[config.mk]
export PLATFORM = sky130hd
export DESIGN_NAME = uart_rx
export DESIGN_NICKNAME = d
export VERILOG_FILES = /design/src/rtl/uart_pkg.sv /design/src/rtl/uart_meta_harden.sv /design/src/rtl/uart_rx.sv
export SDC_FILE = /design/constraint.sdc
export NUM_CORES = 1
export LEC_CHECK = 0
export ABC_CLOCK_PERIOD_IN_PS = 4700
export CAP_MARGIN = 10
export CORE_MARGIN = 2
export CORE_UTILIZATION = 45
export DETAILED_ROUTE_END_ITERATION = 8
export PLACE_DENSITY_LB_ADDON = 0.3
export SLEW_MARGIN = 20
export SYNTH_ARGS = -nofsm -noshare
export SYNTH_HDL_FRONTEND = slang
export SYNTH_SLANG_ARGS = --single-unit
[constraint.sdc]
create_clock -name clk -period 4.7 [get_ports clk]
set_input_delay 1.41 -clock clk [delete_from_list [all_inputs] [get_ports clk]]
set_output_delay 1.41 -clock clk [all_outputs]
set_load 0.02 [all_outputs]
[src/rtl/uart_pkg.sv]
// Shared UART definitions: receiver FSM states and oversampling constants,
// also used by the 16x baud-enable generator.
`timescale 1ns/1ps
package uart_pkg;

    typedef enum logic [1:0] {
        IDLE  = 2'd0,
        START = 2'd1,
        DATA  = 2'd2,
        STOP  = 2'd3
    } rx_state_t;

    localparam int OVERSAMPLE = 16;
    localparam int MID_SAMPLE = 7;

endpackage

[src/rtl/uart_meta_harden.sv]
// Multi-flop synchronizer for an asynchronous input; all stages reset to 1
// so an idle-high line never looks like a start bit coming out of reset.
`timescale 1ns/1ps
module uart_meta_harden #(
    parameter int SYNC_STAGES = 2
) (
    input  logic clk,
    input  logic rst_n,
    input  logic d,
    output logic q
);

    logic [SYNC_STAGES-1:0] sync;

    always_ff @(posedge clk or negedge rst_n) begin
        if (!rst_n) begin
            sync <= '1;
        end else begin
            sync <= {sync[SYNC_STAGES-2:0], d};
        end
    end

    assign q = sync[SYNC_STAGES-1];

endmodule

[src/rtl/uart_rx.sv]
// 16x-oversampling UART receiver: start-bit validation at mid-bit, LSB-first
// data capture, stop-bit check and a one-clock ready pulse per frame.
`timescale 1ns/1ps
module uart_rx
    import uart_pkg::*;
#(
    parameter int DATA_BITS   = 8,
    parameter int SYNC_STAGES = 2
) (
    input  logic       clk,
    input  logic       rst_n,
    input  logic       baud_x16_en,
    input  logic       rxd,
    output logic [7:0] rx_data,
    output logic       rx_data_rdy,
    output logic       frm_err,
    output logic       rx_busy
);

    localparam logic [3:0] OS_LAST  = 4'(OVERSAMPLE - 1);
    localparam logic [3:0] OS_MID   = 4'(MID_SAMPLE);
    localparam logic [2:0] BIT_LAST = 3'(DATA_BITS - 1);

    logic                 rxd_s;
    rx_state_t            state, state_nxt;
    logic [3:0]           os_cnt, os_cnt_nxt;
    logic [2:0]           bit_cnt, bit_cnt_nxt;
    logic [DATA_BITS-1:0] shift_reg, shift_reg_nxt;
    logic [7:0]           rx_data_nxt;
    logic                 frm_err_nxt;
    logic                 rdy_nxt;

    uart_meta_harden #(
        .SYNC_STAGES (SYNC_STAGES)
    ) u_meta_harden (
        .clk   (clk),
        .rst_n (rst_n),
        .d     (rxd),
        .q     (rxd_s)
    );

    always_ff @(posedge clk or negedge rst_n) begin
        if (!rst_n) begin
            state       <= IDLE;
            os_cnt      <= '0;
            bit_cnt     <= '0;
            shift_reg   <= '0;
            rx_data     <= '0;
            frm_err     <= 1'b0;
            rx_data_rdy <= 1'b0;
        end else begin
            state       <= state_nxt;
            os_cnt      <= os_cnt_nxt;
            bit_cnt     <= bit_cnt_nxt;
            shift_reg   <= shift_reg_nxt;
            rx_data     <= rx_data_nxt;
            frm_err     <= frm_err_nxt;
            rx_data_rdy <= rdy_nxt;
        end
    end

    // os_cnt free-runs and wraps 15->0, so DATA/STOP samples land 16 ticks apart at mid-bit.
    always_comb begin
        state_nxt     = state;
        os_cnt_nxt    = os_cnt;
        bit_cnt_nxt   = bit_cnt;
        shift_reg_nxt = shift_reg;
        rx_data_nxt   = rx_data;
        frm_err_nxt   = frm_err;
        rdy_nxt       = 1'b0;

        if (baud_x16_en) begin
            os_cnt_nxt = os_cnt + 4'd1;
            unique case (state)
                IDLE: begin
                    os_cnt_nxt = '0;
                    if (!rxd_s) begin
                        state_nxt = START;
                    end
                end
                START: begin
                    if (os_cnt == OS_MID) begin
                        os_cnt_nxt  = '0;
                        bit_cnt_nxt = '0;
                        state_nxt   = rxd_s ? IDLE : DATA;
                    end
                end
                DATA: begin
                    if (os_cnt == OS_LAST) begin
                        shift_reg_nxt = {rxd_s, shift_reg[DATA_BITS-1:1]};
                        bit_cnt_nxt   = bit_cnt + 3'd1;
                        if (bit_cnt == BIT_LAST) begin
                            state_nxt = STOP;
                        end
                    end
                end
                STOP: begin
                    if (os_cnt == OS_LAST) begin
                        state_nxt   = IDLE;
                        rx_data_nxt = 8'(shift_reg);
                        frm_err_nxt = !rxd_s;
                        rdy_nxt     = 1'b1;
                    end
                end
                default: state_nxt = IDLE;
            endcase
        end
    end

    assign rx_busy = (state != IDLE);

endmodule

==> results of run 1 <==
[area by class of cell]
type | instances | area [sq um] | area share
clock buffer | 6 | 41.3 | 0.0272
clock inverter | 2 | 10.0 | 0.00659
inverter | 6 | 22.5 | 0.0148
multi-input combinational | 59 | 531 | 0.349
sequential | 29 | 728 | 0.479
tap | 31 | 38.8 | 0.0255
timing repair buffer | 15 | 148 | 0.0972
[worst paths after layout]
check / depth (start not counted) / startpoint / slack [ps] / end
min in group asynchronous: 2 / rst_n / 1450 / os_cnt[3]$_DFFE_PN0P_
setup / recovery: 3 / state[0]$_DFFE_PN0P_ / 1680 / rx_busy
hold reg to reg: 0 / u_meta_harden.sync[0]$_DFF_PN1_ / 360 / u_meta_harden.sync[1]$_DFF_PN1_
max in group asynchronous: 2 / rst_n / 2940 / u_meta_harden.sync[0]$_DFF_PN1_
hold / removal: 0 / u_meta_harden.sync[0]$_DFF_PN1_ / 360 / u_meta_harden.sync[1]$_DFF_PN1_
setup reg to reg: 4 / os_cnt[0]$_DFFE_PN0P_ / 2930 / shift_reg[7]$_DFFE_PN0P_
[metrics by stage]
stage	hold slack, ps	utilization	setup WS, ps
2_1_floorplan	345	-	2270
3_3_place_gp	347	0.532	1540
3_5_place_dp	349	0.532	1500
4_1_cts	367	0.551	1660
5_1_grt	370	0.551	1580
6_report	363	0.551	1680
[where the power goes]
group / internal (W) / switching [W] / total (W)
clock network: 0.0000568 / 0.0000834 / 0.000140
registers: 0.000271 / 0.0000304 / 0.000302
logic: 0.0000397 / 0.0000501 / 0.0000898
[cell usage in the layout, fill, tap and decap left out]
cell             synthesis  final
a31oi_1                  2      2
nand3b_1                 2      2
a21o_1                   2      2
nand3_2                  1      1
clkdlybuf4s50_1          0     14
clkbuf_1                 0      1
buf_4                    0      1
nor3_1                   1      1
o21ai_0                  6      6
and3_1                   1      1
ha_1                     3      3
nand2b_1                 3      3
a221oi_2                 3      3
clkbuf_4                 0      5
mux2i_1                  1      1
nand3_1                  2      2
a221o_1                  1      1
and3_4                   1      1
clkinv_2                 0      2
inv_1                    6      6
mux2_2                  10     10
nor2_4                   1      1
nand2_1                  2      2
dfstp_2                  2      2
nor2_1                   1      1
dfrtp_1                 27     27
mux2_4                   7      7
a21oi_1                  4      4
nor2b_1                  2      2
nor4b_1                  1      1
o22ai_1                  2      2
[kinds of logic (layout without fill, tap and decap cells)]
logic type / count (synthesis) / in the layout / share of synthesized area
buffers and inverters: 11 / 29 / 0.0437
multiplexers: 18 / 18 / 0.173
AO/OA/AOI/OAI: 20 / 20 / 0.110
adder cells (fa/ha/maj): 3 / 3 / 0.0285
flip-flops: 29 / 29 / 0.553
AND/OR/NAND/NOR: 18 / 18 / 0.0913
[per-layer routing]
metal | GRT usage | vias up | routed length (um) | share of wire
met2 | 0.201 | 16 | 1010 | 0.48
met1 | 0.194 | 390 | 961 | 0.46
li1 | - | 394 | - | -
met3 | 0.0670 | 2 | 99 | 0.048
met4 | 0.0399 | 0 | 10 | 0.0048
met5 | 0 | - | 0 | 0
==> impl_metrics.json, run 1 <==
{
  "synth_ff_type": "dfrtp_1",
  "cap_viol_max_count": 0,
  "die_width_um": 58.1,
  "initial_core_util": 0.477,
  "grt_use_total": 0.142,
  "post-route-cell-area_sq_mm": 0.00152,
  "start_kind": "flip-flop",
  "postPlaceCellArea_sq_mm": 0.00147,
  "final.setup_skew_ps": 12.8,
  "max_freq_ghz": 0.331,
  "port_buffers": 14,
  "syn_inst": 99,
  "synth_area_leader_cell": "dfrtp_1",
  "worst_pin_slew_ps": 349,
  "grt_pass1_vias": 715,
  "cp_top_family": "buffers and inverters",
  "crit_arrival_ps": 1610,
  "routed_via_density": 5.42,
  "power_density_mw_per_mm2": 350,
  "gp_congestion": 0.740,
  "fin_crit_sh": 0.642,
  "final_cells": 148,
  "antenna_found_initial": 0,
  "leakagePower_nw": 0.707,
  "clkSinkCount": 29,
  "ctsHoldBuffers": 0,
  "ys_types": 28,
  "synthArstFlopShare": 1.00,
  "die_y_um": 58.1,
  "syn_nets": 106,
  "path_class": "reg -> out",
  "synth.cell_area_sq_mm": 0.00132,
  "synth_edf_count": 0,
  "hold_class": "reg -> reg",
  "grt_pass1_wl_um": 3490,
  "cp_slowest_cell": "clkdlybuf4s50_1",
  "htree_levels": 2,
  "rows": 19,
  "synth_seq_area_share": 0.553,
  "die_area_sq_mm": 0.00337,
  "via_count": 802,
  "fin_crit_ps": 3020,
  "synth_top_area_frac": 0.513,
  "wl_per_cell_um": 14.1,
  "drt_pass1_iterations": 4,
  "cts_tree": "done",
  "vdd_drop_max_mv": 0.226,
  "io_pins": 15,
  "cts_buffer_depth": 2,
  "worstPathRequired_ps": 3290,
  "critPathCaptureType": "primary output",
  "drive_above_1_share": 0.282,
  "fin_setup_tns_ps": 0,
  "nets": 123,
  "grt_start_max_net_pins": 30,
  "maxSlewHeadroom": 0.767,
  "core_area_sq_mm": 0.00276,
  "dpl.hpwl_um": 1420,
  "clk-insertion-delay-late_ps": 320,
  "drc": 0,
  "nFillCells": 240,
  "critical_path.max_stage_delay_ps": 530,
  "finalSetupViolations": 0,
  "dp.cells": 140,
  "path_clk_slew_ps": 80,
  "final_max_slew_viol_count": 0,
  "numCtsBuffers": 5,
  "diodes": 0,
  "cts_setup_buffers": 0,
  "power.total_w": 0.000532,
  "status": "finished, final reports clean",
  "rsz0062_at_grt": "false",
  "finalHoldViolCount": 0,
  "ys_seq_elements": 29,
  "synth.most_common_cell": "dfrtp_1",
  "cp_max_fo": 10,
  "yosysWarnings": 0,
  "area_growth_pct": 15.4,
  "crit_buf_inv": 2,
  "drt_wl_total_um": 2080,
  "avgSynthCellArea_sq_um": 13.3,
  "overflow": 0,
  "drt_iter0_drc": 15,
  "synth_area_leaders": "dfrtp_1, mux2_2, mux2_4",
  "cts_resized": 0,
  "cts-root-buf": "clkbuf_4",
  "yosys-top-cells-count": "dfrtp_1, mux2_2, mux2_4, inv_1, o21ai_0",
  "final_antenna_net_count": 0,
  "path_cells": "nor2_1, inv_1, clkdlybuf4s50_1"
}
Note: power is estimated with default switching activity, not from simulation.
==> inputs of run 2 (changes only) <==
ABC_CLOCK_PERIOD_IN_PS = 2700   (was 4700)
clock period = 2.7 ns   (was 4.7 ns; I/O delays follow)
==> run 2 against run 1 <==
Non-clock buffer count is 1 higher. Worst setup slack lost 1400 ps. Final cell count is 0.68% higher. Critical path type unchanged. Global-route usage grew 0.59 points. Largest power group unchanged.
==> impl_metrics.json, run 2 (synthesis gave the netlist of run 1 again) <==
{
  "fin_setup_tns_ps": 0,
  "finalHoldViolCount": 0,
  "grt_use_total": 0.148,
  "rsz0062_at_grt": "false",
  "antenna_found_initial": 0,
  "finalSetupViolations": 0,
  "fin_crit_sh": 0.902,
  "final_common_cell": "dfrtp_1",
  "power_density_mw_per_mm2": 714,
  "die_y_um": 58.1,
  "crit_arrival_ps": 1630,
  "initial_core_util": 0.477,
  "worstPathRequired_ps": 1890,
  "core_area_sq_mm": 0.00276,
  "final_antenna_net_count": 0,
  "wl_per_cell_um": 14.3,
  "nFillCells": 225,
  "grt_pass1_wl_um": 3620,
  "final.setup_skew_ps": 10.1,
  "grt_start_max_net_pins": 30,
  "drive_above_1_share": 0.297,
  "clkSinkCount": 29,
  "worst_pin_slew_ps": 352,
  "port_buffers": 14,
  "htree_levels": 2,
  "ctsHoldBuffers": 0,
  "routed_via_density": 5.52,
  "multiInputGateArea_sq_um": 531,
  "gp_congestion": 0.731,
  "nets": 124,
  "die_width_um": 58.1,
  "seqCellArea_sq_um": 728,
  "overflow": 0,
  "area_growth_pct": 19.9,
  "diodes": 0,
  "leakagePower_nw": 0.735,
  "cts_tree": "done",
  "grt_pass1_vias": 805,
  "hold_class": "reg -> reg",
  "drt_pass1_iterations": 4,
  "cap_viol_max_count": 0,
  "die_area_sq_mm": 0.00337,
  "drc": 0,
  "cp_max_fo": 10,
  "max_freq_ghz": 0.411,
  "dpl.hpwl_um": 1390,
  "path_class": "reg -> out",
  "post-route-cell-area_sq_mm": 0.00158,
  "final_max_slew_viol_count": 0,
  "cts_buffer_depth": 2,
  "drt_iter0_drc": 13,
  "start_kind": "flip-flop",
  "cts_resized": 0,
  "cp_top_family": "buffers and inverters",
  "critical_path.max_stage_delay_ps": 590,
  "io_pins": 15,
  "crit_buf_inv": 2,
  "critPathCaptureType": "primary output",
  "maxSlewHeadroom": 0.765,
  "numCtsBuffers": 5,
  "rows": 19,
  "fin_crit_ps": 2440,
  "final_cell_mix": "dfrtp_1, clkdlybuf4s50_1, mux2_2",
  "drt_wl_total_um": 2130,
  "cp_slowest_cell": "clkdlybuf4s50_1",
  "status": "finished, final reports clean",
  "path_cells": "nor2_1, inv_1, clkdlybuf4s50_1",
  "vdd_drop_max_mv": 0.691,
  "postPlaceCellArea_sq_mm": 0.00148,
  "clk-insertion-delay-late_ps": 330,
  "cts_setup_buffers": 0,
  "cts-root-buf": "clkbuf_4",
  "via_count": 822,
  "path_clk_slew_ps": 90
}
==> run 2: changes by cell type in the layout (fill, tap and decap cells not counted), sizes merged <==
cell,change
clkbuf,-1
bufinv,+2
buf,+1
clkinv,-1
==> run 2: area by class of cell <==
class,instances,share of cell area
sequential,29,0.462
multi-input combinational,59,0.336
timing repair buffer,16,0.0983
clock inverter,3,0.0412
tap,31,0.0246
clock buffer,5,0.0238
inverter,6,0.0143
==> run 2: routing by layer <==
| layer | share of wire | track usage | vias up | routed length, um |
|---|---|---|---|---|
| li1 | - | - | 391 | - |
| met3 | 0.046 | 0.0469 | 5 | 98 |
| met1 | 0.46 | 0.183 | 410 | 971 |
| met2 | 0.47 | 0.231 | 16 | 1010 |
| met4 | 0.023 | 0.0797 | 0 | 48 |
| met5 | 0 | 0 | - | 0 |
==> run 2: path summary, 6_finish.rpt <==
kind                            cells after the start                             from                               to  slack [ps]
worst min-delay path                                0  u_meta_harden.sync[0]$_DFF_PN1_  u_meta_harden.sync[1]$_DFF_PN1_         360
worst max register to register                      4            os_cnt[0]$_DFFE_PN0P_         shift_reg[7]$_DFFE_PN0P_         930
max in group asynchronous                           2                            rst_n  u_meta_harden.sync[1]$_DFF_PN1_        1550
worst max-delay path                                3             state[0]$_DFFE_PN0P_                          rx_busy         260
min in group asynchronous                           2                            rst_n         shift_reg[1]$_DFFE_PN0P_         840
worst min register to register                      0  u_meta_harden.sync[0]$_DFF_PN1_  u_meta_harden.sync[1]$_DFF_PN1_         360
==> run 2: power breakdown <==
group / leakage (nW) / switching, W / internal (W)
clock: 0.0552 / 0.000157 / 0.000287
combinational: 0.299 / 0.0000848 / 0.0000700
sequential: 0.381 / 0.0000560 / 0.000472
total: 0.735 / 0.000297 / 0.000829
==> run 2: through the flow <==
step	std cells	power, W	util	hold slack (ps)	setup WS, ps
4_1_cts	149	0.00113	0.572	362	265
3_3_place_gp	141	0.000683	0.535	347	257
6_report	149	0.00113	0.572	360	265
2_1_floorplan	99	0.000640	-	345	872
3_5_place_dp	141	0.000689	0.535	348	214
5_1_grt	149	0.00118	0.572	369	196
==> inputs of run 3 (changes only) <==
PLACE_DENSITY = 0.7   (was unset)
PLACE_DENSITY_LB_ADDON = unset   (was 0.3)
==> run 3 against run 2 <==
Register-to-register slack barely moved. Sequential power barely moved. Sequential share of layout area rose by 0.52 points. Non-clock buffer count did not move. Total power fell by 5.9%. Clock skew barely moved. Global-route usage rose by 0.49 points. First-iteration DRC count rose by 69%. Largest power group unchanged.
==> impl_metrics.json, run 3 (synthesis gave the netlist of run 1 again) <==
{
  "status": "finished, final reports clean",
  "wl_per_cell_um": 14.6,
  "power_density_mw_per_mm2": 679,
  "final_common_cell": "dfrtp_1",
  "numCtsBuffers": 5,
  "cp.depth": 3,
  "wl_met2_um": 1010,
  "diodes": 0,
  "grt_start_max_net_pins": 30,
  "final.setup_skew_ps": 9.74,
  "hold_class": "reg -> reg",
  "ctsHoldBuffers": 0,
  "drt_wl_total_um": 2180,
  "path_clk_slew_ps": 90,
  "drc": 0,
  "io_pins": 15,
  "multiInputGateArea_sq_um": 531,
  "endpoint": "rx_busy",
  "rows": 19,
  "drt-met1-wl_um": 1030,
  "core_area_sq_mm": 0.00276,
  "via_count": 814,
  "postPlaceCellArea_sq_mm": 0.00148,
  "drt_iter0_drc": 22,
  "die_y_um": 58.1,
  "post-route-cell-area_sq_mm": 0.00156,
  "fin_setup_tns_ps": 0,
  "path_class": "reg -> out",
  "initial_core_util": 0.477,
  "nFillCells": 235,
  "p_int_w": 0.000763,
  "cp_slowest_cell": "clkdlybuf4s50_1",
  "nets": 124,
  "die_area_sq_mm": 0.00337,
  "crit_buf_inv": 2,
  "met3_wirelength_um": 96,
  "cts_tree": "done",
  "cts_buffer_depth": 2,
  "finalHoldViolCount": 0,
  "power_frac_comb": 0.147,
  "reg2reg_slack_ps": 940,
  "cts-root-buf": "clkbuf_4",
  "cp_top_family": "buffers and inverters",
  "p_seq_frac": 0.497,
  "final_cell_mix": "dfrtp_1, clkdlybuf4s50_1, mux2_2",
  "area_growth_pct": 18.5,
  "vdd_drop_max_mv": 0.479,
  "critPathCaptureType": "primary output",
  "start_kind": "flip-flop",
  "routed_via_density": 5.46,
  "cp_max_fo": 10,
  "max_freq_ghz": 0.411,
  "swShare": 0.280,
  "die_width_um": 58.1,
  "r2r_start": "os_cnt[0]$_DFFE_PN0P_",
  "grt_pass1_vias": 766,
  "port_buffers": 14,
  "grt_use_total": 0.153,
  "drive_above_1_share": 0.288,
  "critical_path.max_stage_delay_ps": 590,
  "clk-insertion-delay-late_ps": 330,
  "cap_viol_max_count": 0,
  "p_switching_w": 0.000296,
  "cts_setup_buffers": 0,
  "power_frac_clock": 0.355,
  "gp_congestion": 0.807,
  "leakagePower_nw": 0.726,
  "drt_pass1_iterations": 3,
  "top_layer": "met4",
  "rsz0062_at_grt": "false",
  "cts_resized": 0,
  "grt_pass1_wl_um": 3760,
  "final_max_slew_viol_count": 0,
  "fin_crit_ps": 2430,
  "dpl.hpwl_um": 1440,
  "reg2reg_depth": 4,
  "crit_start": "state[0]$_DFFE_PN0P_",
  "crit_arrival_ps": 1620,
  "worstPathRequired_ps": 1890,
  "final_antenna_net_count": 0,
  "path_cells": "nor2_1, inv_1, clkdlybuf4s50_1",
  "htree_levels": 2,
  "overflow": 0,
  "fin_crit_sh": 0.902,
  "finalSetupViolations": 0,
  "power.total_w": 0.00106,
  "antenna_found_initial": 0,
  "rr_endpoint": "shift_reg[7]$_DFFE_PN0P_",
  "maxSlewHeadroom": 0.756,
  "timing.hold.ws_ps": 361,
  "clkSinkCount": 29,
  "worst_pin_slew_ps": 365,
  "seqCellArea_sq_um": 728
}
-- run 3: cell types whose count changed in the layout (fill, tap and decap cells not counted), sizes merged --
cell	before	now
clkbuf	5	7
bufinv	2	1
clkinv	1	0
-- run 3: routing by layer --
layer,vias up,global-route usage
met2,11,0.229
met1,409,0.194
met3,7,0.0737
met5,-,0
li1,387,-
met4,0,0.0498
-- run 3: final cells by class --
class | instances | area share
Clock inverter | 1 | 0.0192
Tap cell | 31 | 0.0249
Inverter | 6 | 0.0144
Clock buffer | 7 | 0.0353
Timing Repair Buffer | 16 | 0.0994
Multi-Input combinational cell | 59 | 0.340
Sequential cell | 29 | 0.467
-- run 3: power groups by stage --
stage / Sequential [W] / Clock (W) / Combinational (W)
CTS: 0.000526 / 0.000383 / 0.000159
global placement: 0.000530 / 0 / 0.000150
detailed placement: 0.000534 / 0 / 0.000157
finish: 0.000527 / 0.000377 / 0.000156
global route: 0.000532 / 0.000406 / 0.000178
floorplan: 0.000513 / 0 / 0.000127
-- run 3: metrics by stage --
step / util / instances / worst slack [ps]
after CTS: 0.566 / 149 / 275
final: 0.566 / 149 / 266
after floorplan: - / 99 / 872
after global routing: 0.566 / 149 / 198
after detailed placement: 0.535 / 141 / 263
after global placement: 0.535 / 141 / 309
-- run 3: worst register-to-register path, stage by stage (launching register included) --
cell and delay (ps):
dfrtp_1 400, ha_1 260, and3_1 290, and3_4 360
mux2_2 360
-- run 3: how the worst min path moves through the flow --
stage | slack [ps] | startpoint | to | cells after the start
detailed placement | 350 | u_meta_harden.sync[0]$_DFF_PN1_ | u_meta_harden.sync[1]$_DFF_PN1_ | 0
finish | 360 | u_meta_harden.sync[0]$_DFF_PN1_ | u_meta_harden.sync[1]$_DFF_PN1_ | 0
global placement | 350 | u_meta_harden.sync[0]$_DFF_PN1_ | u_meta_harden.sync[1]$_DFF_PN1_ | 0
floorplan | 350 | u_meta_harden.sync[0]$_DFF_PN1_ | u_meta_harden.sync[1]$_DFF_PN1_ | 0
global route | 370 | u_meta_harden.sync[0]$_DFF_PN1_ | u_meta_harden.sync[1]$_DFF_PN1_ | 0
CTS | 360 | u_meta_harden.sync[0]$_DFF_PN1_ | u_meta_harden.sync[1]$_DFF_PN1_ | 0
